`src/rtl/axi_full_burst_master_if.sv`:
```
// AXI4 burst-master link carrying only the channel signals the master varies;
// fixed attributes (ID, SIZE, BURST, LEN, WSTRB, LOCK/CACHE/PROT/QOS/USER) are tied off by the top.
interface axi_full_burst_master_if #(
  parameter int ADDR_WIDTH = 32,
  parameter int DATA_WIDTH = 32
);
  logic [ADDR_WIDTH-1:0] M_AXI_AWADDR;
  logic                  M_AXI_AWVALID;
  logic                  M_AXI_AWREADY;
  logic [DATA_WIDTH-1:0] M_AXI_WDATA;
  logic                  M_AXI_WLAST;
  logic                  M_AXI_WVALID;
  logic                  M_AXI_WREADY;
  logic [1:0]            M_AXI_BRESP;
  logic                  M_AXI_BVALID;
  logic                  M_AXI_BREADY;
  logic [ADDR_WIDTH-1:0] M_AXI_ARADDR;
  logic                  M_AXI_ARVALID;
  logic                  M_AXI_ARREADY;
  logic [DATA_WIDTH-1:0] M_AXI_RDATA;
  logic [1:0]            M_AXI_RRESP;
  logic                  M_AXI_RLAST;
  logic                  M_AXI_RVALID;
  logic                  M_AXI_RREADY;

  modport master (
    output M_AXI_AWADDR, M_AXI_AWVALID, M_AXI_WDATA, M_AXI_WLAST, M_AXI_WVALID,
           M_AXI_BREADY, M_AXI_ARADDR, M_AXI_ARVALID, M_AXI_RREADY,
    input  M_AXI_AWREADY, M_AXI_WREADY, M_AXI_BRESP, M_AXI_BVALID, M_AXI_ARREADY,
           M_AXI_RDATA, M_AXI_RRESP, M_AXI_RLAST, M_AXI_RVALID
  );

  modport slave (
    input  M_AXI_AWADDR, M_AXI_AWVALID, M_AXI_WDATA, M_AXI_WLAST, M_AXI_WVALID,
           M_AXI_BREADY, M_AXI_ARADDR, M_AXI_ARVALID, M_AXI_RREADY,
    output M_AXI_AWREADY, M_AXI_WREADY, M_AXI_BRESP, M_AXI_BVALID, M_AXI_ARREADY,
           M_AXI_RDATA, M_AXI_RRESP, M_AXI_RLAST, M_AXI_RVALID
  );
endinterface

```
`src/rtl/axi_full_burst_master.sv`:
```
// AXI4 INCR burst initiator: writes C_NUM_BURSTS bursts of an incrementing pattern, one at a time.
// Define AXI_FULL_MASTER_CHECK_EN to add the read-back/compare phase; otherwise ERROR reflects BRESP only.
module axi_full_burst_master #(
  parameter logic [31:0] C_M_TARGET_SLAVE_BASE_ADDR = 32'h40000000,
  parameter int          C_M_AXI_BURST_LEN          = 16,
  parameter int          C_M_AXI_ADDR_WIDTH         = 32,
  parameter int          C_M_AXI_DATA_WIDTH         = 32,
  parameter int          C_NUM_BURSTS               = 4
) (
  input  logic                          M_AXI_ACLK,
  input  logic                          M_AXI_ARESETN,
  input  logic                          INIT_AXI_TXN,
  output logic                          TXN_DONE,
  output logic                          ERROR,
  axi_full_burst_master_if.master       m_axi
);

  localparam int ADDR_W  = C_M_AXI_ADDR_WIDTH;
  localparam int DATA_W  = C_M_AXI_DATA_WIDTH;
  localparam int BEAT_W  = (C_M_AXI_BURST_LEN > 1) ? $clog2(C_M_AXI_BURST_LEN) : 1;
  localparam int BURST_W = (C_NUM_BURSTS > 1) ? $clog2(C_NUM_BURSTS) : 1;

  localparam logic [BEAT_W-1:0]  LAST_BEAT     = BEAT_W'(C_M_AXI_BURST_LEN - 1);
  localparam logic [BURST_W-1:0] LAST_BURST    = BURST_W'(C_NUM_BURSTS - 1);
  localparam logic [ADDR_W-1:0]  BASE_ADDR     = ADDR_W'(C_M_TARGET_SLAVE_BASE_ADDR);
  localparam logic [ADDR_W-1:0]  BURST_BYTES   = ADDR_W'(C_M_AXI_BURST_LEN * (C_M_AXI_DATA_WIDTH / 8));
  localparam logic [DATA_W-1:0]  PATTERN_START = DATA_W'(1);

  typedef enum logic [2:0] {
    S_IDLE    = 3'd0,
    S_WR_ADDR = 3'd1,
    S_WR_DATA = 3'd2,
    S_WR_RESP = 3'd3,
    S_RD_ADDR = 3'd4,
    S_RD_DATA = 3'd5,
    S_DONE    = 3'd6
  } state_t;

  state_t               state_q;
  logic                 init_q;
  logic [BURST_W-1:0]   burst_q;
  logic [BEAT_W-1:0]    beat_q;
  logic [DATA_W-1:0]    pattern_q;
  logic [ADDR_W-1:0]    addr_q;
  logic                 awvalid_q;
  logic                 wvalid_q;
  logic                 wlast_q;
  logic                 bready_q;
  logic                 txn_done_q;
  logic                 error_q;
  logic                 start_s;
`ifdef AXI_FULL_MASTER_CHECK_EN
  logic                 arvalid_q;
  logic                 rready_q;
  logic                 rd_bad_s;
`endif

  assign start_s = INIT_AXI_TXN & ~init_q;

`ifdef AXI_FULL_MASTER_CHECK_EN
  // A read beat is bad on data mismatch, error response, or RLAST out of place.
  assign rd_bad_s = (m_axi.M_AXI_RDATA != pattern_q) || (m_axi.M_AXI_RRESP != 2'b00) ||
                    (m_axi.M_AXI_RLAST != (beat_q == LAST_BEAT));
`endif

  // Burst sequencer: one outstanding burst; every AXI output is a register.
  always_ff @(posedge M_AXI_ACLK or negedge M_AXI_ARESETN) begin
    if (!M_AXI_ARESETN) begin
      state_q    <= S_IDLE;
      init_q     <= 1'b0;
      burst_q    <= '0;
      beat_q     <= '0;
      pattern_q  <= '0;
      addr_q     <= '0;
      awvalid_q  <= 1'b0;
      wvalid_q   <= 1'b0;
      wlast_q    <= 1'b0;
      bready_q   <= 1'b0;
      txn_done_q <= 1'b0;
      error_q    <= 1'b0;
`ifdef AXI_FULL_MASTER_CHECK_EN
      arvalid_q  <= 1'b0;
      rready_q   <= 1'b0;
`endif
    end else begin
      init_q <= INIT_AXI_TXN;
      case (state_q)
        S_IDLE, S_DONE: begin
          if (start_s) begin
            burst_q    <= '0;
            beat_q     <= '0;
            pattern_q  <= PATTERN_START;
            addr_q     <= BASE_ADDR;
            awvalid_q  <= 1'b1;
            txn_done_q <= 1'b0;
            error_q    <= 1'b0;
            state_q    <= S_WR_ADDR;
          end
        end
        S_WR_ADDR: begin
          if (m_axi.M_AXI_AWREADY) begin
            awvalid_q <= 1'b0;
            wvalid_q  <= 1'b1;
            wlast_q   <= (LAST_BEAT == '0);
            state_q   <= S_WR_DATA;
          end
        end
        S_WR_DATA: begin
          if (m_axi.M_AXI_WREADY) begin
            pattern_q <= pattern_q + DATA_W'(1);
            if (beat_q == LAST_BEAT) begin
              beat_q   <= '0;
              wvalid_q <= 1'b0;
              wlast_q  <= 1'b0;
              bready_q <= 1'b1;
              state_q  <= S_WR_RESP;
            end else begin
              beat_q  <= beat_q + BEAT_W'(1);
              wlast_q <= ((beat_q + BEAT_W'(1)) == LAST_BEAT);
            end
          end
        end
        S_WR_RESP: begin
          if (m_axi.M_AXI_BVALID) begin
            bready_q <= 1'b0;
            if (m_axi.M_AXI_BRESP != 2'b00) begin
              error_q <= 1'b1;
            end
            if (burst_q != LAST_BURST) begin
              burst_q   <= burst_q + BURST_W'(1);
              addr_q    <= addr_q + BURST_BYTES;
              awvalid_q <= 1'b1;
              state_q   <= S_WR_ADDR;
            end else begin
`ifdef AXI_FULL_MASTER_CHECK_EN
              burst_q   <= '0;
              pattern_q <= PATTERN_START;
              addr_q    <= BASE_ADDR;
              arvalid_q <= 1'b1;
              state_q   <= S_RD_ADDR;
`else
              txn_done_q <= 1'b1;
              state_q    <= S_DONE;
`endif
            end
          end
        end
`ifdef AXI_FULL_MASTER_CHECK_EN
        S_RD_ADDR: begin
          if (m_axi.M_AXI_ARREADY) begin
            arvalid_q <= 1'b0;
            rready_q  <= 1'b1;
            state_q   <= S_RD_DATA;
          end
        end
        S_RD_DATA: begin
          if (m_axi.M_AXI_RVALID) begin
            pattern_q <= pattern_q + DATA_W'(1);
            if (rd_bad_s) begin
              error_q <= 1'b1;
            end
            // The burst ends on our own beat count, not on RLAST.
            if (beat_q == LAST_BEAT) begin
              beat_q   <= '0;
              rready_q <= 1'b0;
              if (burst_q != LAST_BURST) begin
                burst_q   <= burst_q + BURST_W'(1);
                addr_q    <= addr_q + BURST_BYTES;
                arvalid_q <= 1'b1;
                state_q   <= S_RD_ADDR;
              end else begin
                txn_done_q <= 1'b1;
                state_q    <= S_DONE;
              end
            end else begin
              beat_q <= beat_q + BEAT_W'(1);
            end
          end
        end
`endif
        default: begin
          state_q <= S_IDLE;
        end
      endcase
    end
  end

  assign TXN_DONE            = txn_done_q;
  assign ERROR               = error_q;
  assign m_axi.M_AXI_AWADDR  = addr_q;
  assign m_axi.M_AXI_AWVALID = awvalid_q;
  assign m_axi.M_AXI_WDATA   = pattern_q;
  assign m_axi.M_AXI_WLAST   = wlast_q;
  assign m_axi.M_AXI_WVALID  = wvalid_q;
  assign m_axi.M_AXI_BREADY  = bready_q;

`ifdef AXI_FULL_MASTER_CHECK_EN
  assign m_axi.M_AXI_ARADDR  = addr_q;
  assign m_axi.M_AXI_ARVALID = arvalid_q;
  assign m_axi.M_AXI_RREADY  = rready_q;
`else
  logic unused_rd_s;
  assign unused_rd_s = ^{m_axi.M_AXI_ARREADY, m_axi.M_AXI_RDATA, m_axi.M_AXI_RRESP,
                         m_axi.M_AXI_RLAST, m_axi.M_AXI_RVALID};
  assign m_axi.M_AXI_ARADDR  = '0;
  assign m_axi.M_AXI_ARVALID = 1'b0;
  assign m_axi.M_AXI_RREADY  = 1'b0;
`endif

endmodule

```
`src/flat_wrapper.sv`:
```
// flat-port wrapper written by rule: the top's interface ports become plain ports
module axi_full_burst_master_flat 
#(
  parameter logic [31:0] C_M_TARGET_SLAVE_BASE_ADDR = 32'h40000000,
  parameter int          C_M_AXI_BURST_LEN          = 16,
  parameter int          C_M_AXI_ADDR_WIDTH         = 32,
  parameter int          C_M_AXI_DATA_WIDTH         = 32,
  parameter int          C_NUM_BURSTS               = 4
)
  (M_AXI_ACLK, M_AXI_ARESETN, INIT_AXI_TXN, TXN_DONE, ERROR, m_axi_M_AXI_AWADDR, m_axi_M_AXI_AWVALID, m_axi_M_AXI_WDATA, m_axi_M_AXI_WLAST, m_axi_M_AXI_WVALID, m_axi_M_AXI_BREADY, m_axi_M_AXI_ARADDR, m_axi_M_AXI_ARVALID, m_axi_M_AXI_RREADY, m_axi_M_AXI_AWREADY, m_axi_M_AXI_WREADY, m_axi_M_AXI_BRESP, m_axi_M_AXI_BVALID, m_axi_M_AXI_ARREADY, m_axi_M_AXI_RDATA, m_axi_M_AXI_RRESP, m_axi_M_AXI_RLAST, m_axi_M_AXI_RVALID);
  axi_full_burst_master_if #(.ADDR_WIDTH((32)), .DATA_WIDTH((32))) m_axi_i ();
  input  logic M_AXI_ACLK;
  input  logic M_AXI_ARESETN;
  input  logic INIT_AXI_TXN;
  output logic TXN_DONE;
  output logic ERROR;
  output wire logic [$bits(m_axi_i.M_AXI_AWADDR)-1:0] m_axi_M_AXI_AWADDR;
  output wire logic [$bits(m_axi_i.M_AXI_AWVALID)-1:0] m_axi_M_AXI_AWVALID;
  output wire logic [$bits(m_axi_i.M_AXI_WDATA)-1:0] m_axi_M_AXI_WDATA;
  output wire logic [$bits(m_axi_i.M_AXI_WLAST)-1:0] m_axi_M_AXI_WLAST;
  output wire logic [$bits(m_axi_i.M_AXI_WVALID)-1:0] m_axi_M_AXI_WVALID;
  output wire logic [$bits(m_axi_i.M_AXI_BREADY)-1:0] m_axi_M_AXI_BREADY;
  output wire logic [$bits(m_axi_i.M_AXI_ARADDR)-1:0] m_axi_M_AXI_ARADDR;
  output wire logic [$bits(m_axi_i.M_AXI_ARVALID)-1:0] m_axi_M_AXI_ARVALID;
  output wire logic [$bits(m_axi_i.M_AXI_RREADY)-1:0] m_axi_M_AXI_RREADY;
  input wire logic [$bits(m_axi_i.M_AXI_AWREADY)-1:0] m_axi_M_AXI_AWREADY;
  input wire logic [$bits(m_axi_i.M_AXI_WREADY)-1:0] m_axi_M_AXI_WREADY;
  input wire logic [$bits(m_axi_i.M_AXI_BRESP)-1:0] m_axi_M_AXI_BRESP;
  input wire logic [$bits(m_axi_i.M_AXI_BVALID)-1:0] m_axi_M_AXI_BVALID;
  input wire logic [$bits(m_axi_i.M_AXI_ARREADY)-1:0] m_axi_M_AXI_ARREADY;
  input wire logic [$bits(m_axi_i.M_AXI_RDATA)-1:0] m_axi_M_AXI_RDATA;
  input wire logic [$bits(m_axi_i.M_AXI_RRESP)-1:0] m_axi_M_AXI_RRESP;
  input wire logic [$bits(m_axi_i.M_AXI_RLAST)-1:0] m_axi_M_AXI_RLAST;
  input wire logic [$bits(m_axi_i.M_AXI_RVALID)-1:0] m_axi_M_AXI_RVALID;
  assign m_axi_M_AXI_AWADDR = m_axi_i.M_AXI_AWADDR;
  assign m_axi_M_AXI_AWVALID = m_axi_i.M_AXI_AWVALID;
  assign m_axi_M_AXI_WDATA = m_axi_i.M_AXI_WDATA;
  assign m_axi_M_AXI_WLAST = m_axi_i.M_AXI_WLAST;
  assign m_axi_M_AXI_WVALID = m_axi_i.M_AXI_WVALID;
  assign m_axi_M_AXI_BREADY = m_axi_i.M_AXI_BREADY;
  assign m_axi_M_AXI_ARADDR = m_axi_i.M_AXI_ARADDR;
  assign m_axi_M_AXI_ARVALID = m_axi_i.M_AXI_ARVALID;
  assign m_axi_M_AXI_RREADY = m_axi_i.M_AXI_RREADY;
  assign m_axi_i.M_AXI_AWREADY = m_axi_M_AXI_AWREADY;
  assign m_axi_i.M_AXI_WREADY = m_axi_M_AXI_WREADY;
  assign m_axi_i.M_AXI_BRESP = m_axi_M_AXI_BRESP;
  assign m_axi_i.M_AXI_BVALID = m_axi_M_AXI_BVALID;
  assign m_axi_i.M_AXI_ARREADY = m_axi_M_AXI_ARREADY;
  assign m_axi_i.M_AXI_RDATA = m_axi_M_AXI_RDATA;
  assign m_axi_i.M_AXI_RRESP = m_axi_M_AXI_RRESP;
  assign m_axi_i.M_AXI_RLAST = m_axi_M_AXI_RLAST;
  assign m_axi_i.M_AXI_RVALID = m_axi_M_AXI_RVALID;
  axi_full_burst_master #(.C_M_TARGET_SLAVE_BASE_ADDR(C_M_TARGET_SLAVE_BASE_ADDR), .C_M_AXI_BURST_LEN(C_M_AXI_BURST_LEN), .C_M_AXI_ADDR_WIDTH(C_M_AXI_ADDR_WIDTH), .C_M_AXI_DATA_WIDTH(C_M_AXI_DATA_WIDTH), .C_NUM_BURSTS(C_NUM_BURSTS)) u_core (.M_AXI_ACLK(M_AXI_ACLK), .M_AXI_ARESETN(M_AXI_ARESETN), .INIT_AXI_TXN(INIT_AXI_TXN), .TXN_DONE(TXN_DONE), .ERROR(ERROR), .m_axi(m_axi_i));
endmodule
```
`config.mk`:
```
export PLATFORM = sky130hd
export DESIGN_NAME = axi_full_burst_master_flat
export DESIGN_NICKNAME = d
export VERILOG_FILES = /design/src/rtl/axi_full_burst_master_if.sv /design/src/rtl/axi_full_burst_master.sv /design/src/flat_wrapper.sv
export SDC_FILE = /design/constraint.sdc
export NUM_CORES = 1
export LEC_CHECK = 0
export CORE_UTILIZATION = 42
export DETAILED_ROUTE_END_ITERATION = 10
export GPL_ROUTABILITY_DRIVEN = 0
export PLACE_DENSITY = 0.77
export SLEW_MARGIN = 20
export SYNTH_ARGS = -nofsm -noshare
export SYNTH_HDL_FRONTEND = slang
export SYNTH_SLANG_ARGS = --single-unit
```
`constraint.sdc`:
```
create_clock -name M_AXI_ACLK -period 1.9 [get_ports M_AXI_ACLK]
set_input_delay 0.285 -clock M_AXI_ACLK [delete_from_list [all_inputs] [get_ports M_AXI_ACLK]]
set_output_delay 0.285 -clock M_AXI_ACLK [all_outputs]
set_load 0.02 [all_outputs]
```
# Word level (Yosys, flattened, before mapping)
# Cells that the tools add are included.
[word_totals] register_bits=80 out_inout_bits=104 elab_cells=95
[op_classes] n_addsub=4 eq_ne=15 mux=45 bitwise_logic=2 reduce_logical=17
[ops] cell="two-way mux 32 bit" n=5
[ops] cell="one-hot mux 32 bit (2 select lines)" n=2
[ops] cell="adder 32 x 1 -> 32 bit, second input constant" n=1
[ops] cell="adder 32 x 7 -> 32 bit, second input constant" n=1
[ops] cell="AND reduction 4 bit" n=5
[ops] cell="two-way mux 3 bit" n=6
[ops] cell="two-way mux 1 bit" n=17
[ops] cell="two-way mux 4 bit" n=3
[ops] cell="one-hot mux 3 bit (4 select lines)" n=1
[ops] cell="!= test 2 bit, second input constant" n=5
[ops] cell="one-hot mux 1 bit (2 select lines)" n=5
[ops] cell="AND reduction 5 bit" n=2
[ops] cell="nonzero test 2 bit" n=5
[ops] cell="== test 4 bit, second input constant" n=2
[ops] cell="!= test 2 x 1 -> 1 bit, second input constant" n=4
[ops] cell="one-hot mux 4 bit (2 select lines)" n=1
[ops] cell="== test 3 x 2 -> 1 bit, second input constant" n=2
[ops] cell="two-way mux 2 bit" n=3
[ops] cell="AND reduction 3 bit" n=2
[ops] cell="adder 4 x 1 -> 4 bit, second input constant" n=1
[ops] cell="one-hot mux 2 bit (2 select lines)" n=1
[ops] cell="== test 3 x 1 -> 1 bit, second input constant" n=1
[ops] cell="== test 3 bit, second input constant" n=1
[ops] cell="zero test 3 bit" n=1
[ops] cell="6 further kinds" n=6

# Logic depth before layout (Yosys ltp)
[logic_depth] word_depth=5 mapped_depth=8

# Least setup slack after synthesis
# OpenSTA, ideal clock, no wires.
[synth_path] kind="register to register" startpoint="reg u_core.pattern_q[2] (netlist: u_core.m_axi.M_AXI_WDATA[2])" endpoint="reg u_core.pattern_q[31] (netlist: u_core.m_axi.M_AXI_WDATA[31])" arrival_ns=2.034 setup_slack_ns=-0.212 path_stages_with_launch=7 n_path_buf=1 path_cell_list="dfrtp_1 > nand3_1 > or3_4 > buf_6 > a2111o_1 > or3_1 > a21oi_1"
[synth_between] elab_chain_cells=3
[synth_rtl] item="from (decl)" line_no="axi_full_burst_master.sv:43" text="logic [DATA_W-1:0] pattern_q;"
[synth_rtl] item="from (signal assigned)" line_no="axi_full_burst_master.sv:110" text="pattern_q <= pattern_q + DATA_W'(1);"
[synth_rtl] item="adder 32 x 1 -> 32 bit" line_no="axi_full_burst_master.sv:110"
[synth_rtl] item="two-way mux 32 bit" line_no="axi_full_burst_master.sv:109" text="if (m_axi.M_AXI_WREADY) begin"
[synth_rtl] item="one-hot mux 32 bit (2 select lines)" line_no="axi_full_burst_master.sv:87" text="case (state_q)"
# No other way between the ends. The select of a mux whose other input is x is not followed.
# A chain may end at the register's enable or synchronous reset.

# Worst setup path in the final report
[layout_path] startpoint="reg u_core.init_q" endpoint="reg u_core.pattern_q[31] (netlist: u_core.m_axi.M_AXI_WDATA[31])"
[layout_between] elab_chain_cells=4
[layout_rtl] item="from (decl)" line_no="axi_full_burst_master.sv:40" text="logic init_q;"
[layout_rtl] item="from (signal assigned)" line_no="axi_full_burst_master.sv:70" text="init_q <= 1'b0;"
[layout_rtl] item="from (signal assigned)" line_no="axi_full_burst_master.sv:86" text="init_q <= INIT_AXI_TXN;"
[layout_rtl] item="inverter 1 bit" line_no="axi_full_burst_master.sv:58" text="assign start_s = INIT_AXI_TXN & ~init_q;"
[layout_rtl] item="bitwise AND 1 bit" line_no="axi_full_burst_master.sv:58"
[layout_rtl] item="!= test 2 x 1 -> 1 bit (no line)"
[layout_rtl] item="AND reduction 3 bit (no line)"
# No other way between the ends.

==> flow_summary.yaml <==
final_layout:
  nets: 700
  final_cells: 789
  drive_gt1_share_pct: 32.5
  antenna_cells: 0
  area_growth_pct: 46.9
  final_util_pct: 63.9
power:
  p_clk_share_pct: 15.8
  p_int_w: 0.00421
  power.density_nw_per_um2: 1080
  p_seq_share_pct: 33.9
  switching_power_w: 0.00290
  p_sw_share_pct: 40.8
  pwr-share-comb_pct: 50.2
  leakage_nw: 2.68
  max-vdd-ir-drop_v: 0.000663
detailed_routing:
  routed.top_layer: "met4"
  drc: 0
  wirelength_um: 12500
  wl_per_cell_um: 15.9
  met3_wirelength_um: 593
  drtIter0Drc: 223
  wl_met2_um: 6440
  viasPerCell: 5.36
  wl_met1_um: 5200
  drtPass1Iterations: 4
  antenna_left: 0
  vias: 4230
cts:
  numCtsBuffers: 9
  cts_sinks: 74
  clk_pin_slew_ns: 0.08
  insertion_delay_ns: 0.36
  h-tree-depth: 3
  cts_tree: "built"
  root_buffer: "clkbuf_8"
  clock_path_buffers: 2
min_path:
  min_from: "INIT_AXI_TXN"
  holdPathEnd: "u_core.init_q$_DFF_PN0_"
  holdCritPathClass: "input port to flip-flop"
  hold_depth: 1
floorplan:
  chipWidth_um: 105
  num_io_pins: 149
  start_util_pct: 43.5
  core.rowCount: 37
  core_um2: 10300
  dieArea_um2: 11100
  die_y_um: 105
worst_setup_path:
  path_max_fanout: 5
  worst-path-buf-inv: 1
  r2r_slack_ns: -0.14
  critPathLaunch: "u_core.init_q$_DFF_PN0_"
  path_delay_family: "simple AND/OR/NAND/NOR gates"
  reg2reg_to: "u_core.m_axi.M_AXI_WDATA[31]$_DFFE_PN0P_"
  crit_path_frequent_cell: "or3_4"
  rr_worst_depth: 6
  max_stage_delay_ns: 0.42
  crit_chain: "nand2b_4 -> or3_4 -> buf_8 -> a2111o_1 -> or3_4 -> a21oi_2"
  crit_required_ns: 2.20
  startpoint_type: "flip-flop"
  cp_slowest_cell: "a2111o_1"
  r2r-start: "u_core.init_q$_DFF_PN0_"
  cp-end-kind: "flip-flop"
  worstSetupPathType: "flip-flop to flip-flop"
  arrival_ns: 2.33
sta:
  slew_violations: 0
  setup_ws_ns: -0.137
  setup_tns_ns: -1.55
  hold_violations: 0
  min_period_over_period_pct: 107
  finalCriticalPeriod_ns: 2.04
  setup-violations-final: 33
  rsz0062_at_grt: "true"
  clock_skew_ns: 0.00777
  fmax_ghz: 0.491
logic_synthesis:
  syn_avg_cell_area_um2: 9.20
  synthDistinctLibCells: 53
  async_flop_share_pct: 100
  yosysTopAreaCell: "dfrtp_1"
  synth_top_area_share_pct: 41.2
  ys.warnings.count: 0
  yosysSeqAreaShare_pct: 41.2
  synth_edf_count: 0
  synthTopCellsByArea: "dfrtp_1 41%, buf_4 7.0%, xnor2_1 6.4%, a21oi_1 3.8%, nand2_1 3.3%"
  syn_inst: 488
  synth-main-ff-cell: "dfrtp_1"
  synth_common_cells: "74 x dfrtp_1, 42 x buf_4, 40 x nand2_1, 40 x nor2_1, 34 x a21oi_1"
  synth.ff_latch_count: 74
  synth_most_common_cell: "dfrtp_1"
  netlist_area_um2: 4490
global_routing:
  antenna_found_initial: 0
  grt-ovfl-total: 0
  grt_start_max_net_pins: 48
  grt.total_usage_pct: 22.1
  grt_pass1_wl_um: 19600
  grt_pass1_vias: 4161
place:
  port-buffer-count: 71
  dp.cells: 753
  dpl.hpwl_um: 8260
run:
  maxCapViolCount: 0
status:
  status: "finished, violations left"
  violations: "setup timing"
## power by group through the flow
stage	Sequential (W)	Clock [W]	Combinational [W]
2_1_floorplan	0.00283	0	0.00125
3_3_place_gp	0.00239	0	0.00306
3_5_place_dp	0.00241	0	0.00314
4_1_cts	0.00238	0.00113	0.00335
5_1_grt	0.00247	0.00121	0.00383
6_report	0.00242	0.00113	0.00357
## cell families after synthesis
group / after synthesis / share of synthesized area, %
AND/OR/NAND/NOR: 177 / 20.6
AO/OA/AOI/OAI: 111 / 18.1
buffers and inverters: 81 / 10.8
flip-flops: 74 / 41.2
XOR/XNOR: 35 / 6.82
adder cells (fa/ha/maj): 6 / 1.67
multiplexers: 3 / 0.752
other: 1 / 0.0835
## cells in the final DEF (no fill, tap or decap), drive strengths merged, types with 4 or more instances in the layout
cell	synthesis	layout
nor2b	4	4
dfrtp	74	74
conb	1	40
inv	17	17
and3	7	7
nand2	40	40
or4	4	4
xnor2	33	33
nand3	24	24
clkdlybuf4s50	0	68
ha	6	6
a21oi	34	34
a211oi	15	15
a2111oi	12	12
nor3	5	5
and2	7	7
buf	49	103
nand4	11	11
clkbuf	15	12
or3	13	13
nor2	40	40
o31ai	5	5
and4	6	6
o21ai	25	25
## area by class of cell
| cell class | count | area, um2 |
|---|---|---|
| clock buffers | 12 | 155 |
| clock inverters | 3 | 15.0 |
| fillers | 778 | 3720 |
| inverters | 17 | 63.8 |
| multi-input cells | 373 | 2740 |
| flip-flops and latches | 74 | 1870 |
| well taps | 136 | 170 |
| repair buffers | 174 | 1580 |
## routing by layer
layer	global-route usage [%]	up-vias
met5	0	-
met4	9.15	0
met3	4.27	23
met2	38.3	127
met1	27.0	2103
li1	-	1977
## sequential cells by signal, summed over array words and instances (netlist names)
| name | count |
|---|---|
| u_core.m_axi.M_AXI_BREADY | 1 |
| u_core.m_axi.M_AXI_WVALID | 1 |
| u_core.m_axi.M_AXI_AWVALID | 1 |
| u_core.ERROR | 1 |
| u_core.burst_q | 2 |
| u_core.TXN_DONE | 1 |
| u_core.m_axi.M_AXI_WLAST | 1 |
| u_core.init_q | 1 |
| u_core.state_q | 3 |
| u_core.beat_q | 4 |
| u_core.m_axi.M_AXI_AWADDR | 26 |
| u_core.m_axi.M_AXI_WDATA | 32 |
## worst max-delay path by stage
stage	endpoint	slack, ns	cells past startpoint
final	u_core.m_axi.M_AXI_WDATA[31]$_DFFE_PN0P_	-0.14	6
after global routing	u_core.m_axi.M_AXI_AWADDR[30]$_DFFE_PN0P_	-0.18	7
after CTS	u_core.m_axi.M_AXI_WDATA[29]$_DFFE_PN0P_	-0.14	6
after detailed placement	u_core.m_axi.M_AXI_WDATA[22]$_DFFE_PN0P_	-0.67	6
after global placement	u_core.m_axi.M_AXI_WDATA[31]$_DFFE_PN0P_	-0.59	7
after floorplan	u_core.m_axi.M_AXI_AWADDR[30]$_DFFE_PN0P_	-0.09	6
## through the flow
step	hold WS, ns	cell area (um2)	power, W	worst slack (ns)
6_report	0.293	6600	0.00712	-0.137
5_1_grt	0.294	6600	0.00750	-0.181
4_1_cts	0.289	6280	0.00687	-0.138
3_5_place_dp	0.197	5850	0.00556	-0.672
3_3_place_gp	0.193	5850	0.00544	-0.595
2_1_floorplan	-0.0106	4760	0.00408	-0.0874
## what timing repair did
action                                  CTS  global route
cloned                                    1             0
endpoints found under the hold margin     9             0
pin swaps                                23            22
gates resized for setup                  34            57
hold buffers                              1             0
buffers inserted                         12             7
endpoints found under the setup margin   47            45
(Power assumes the default switching activity.)
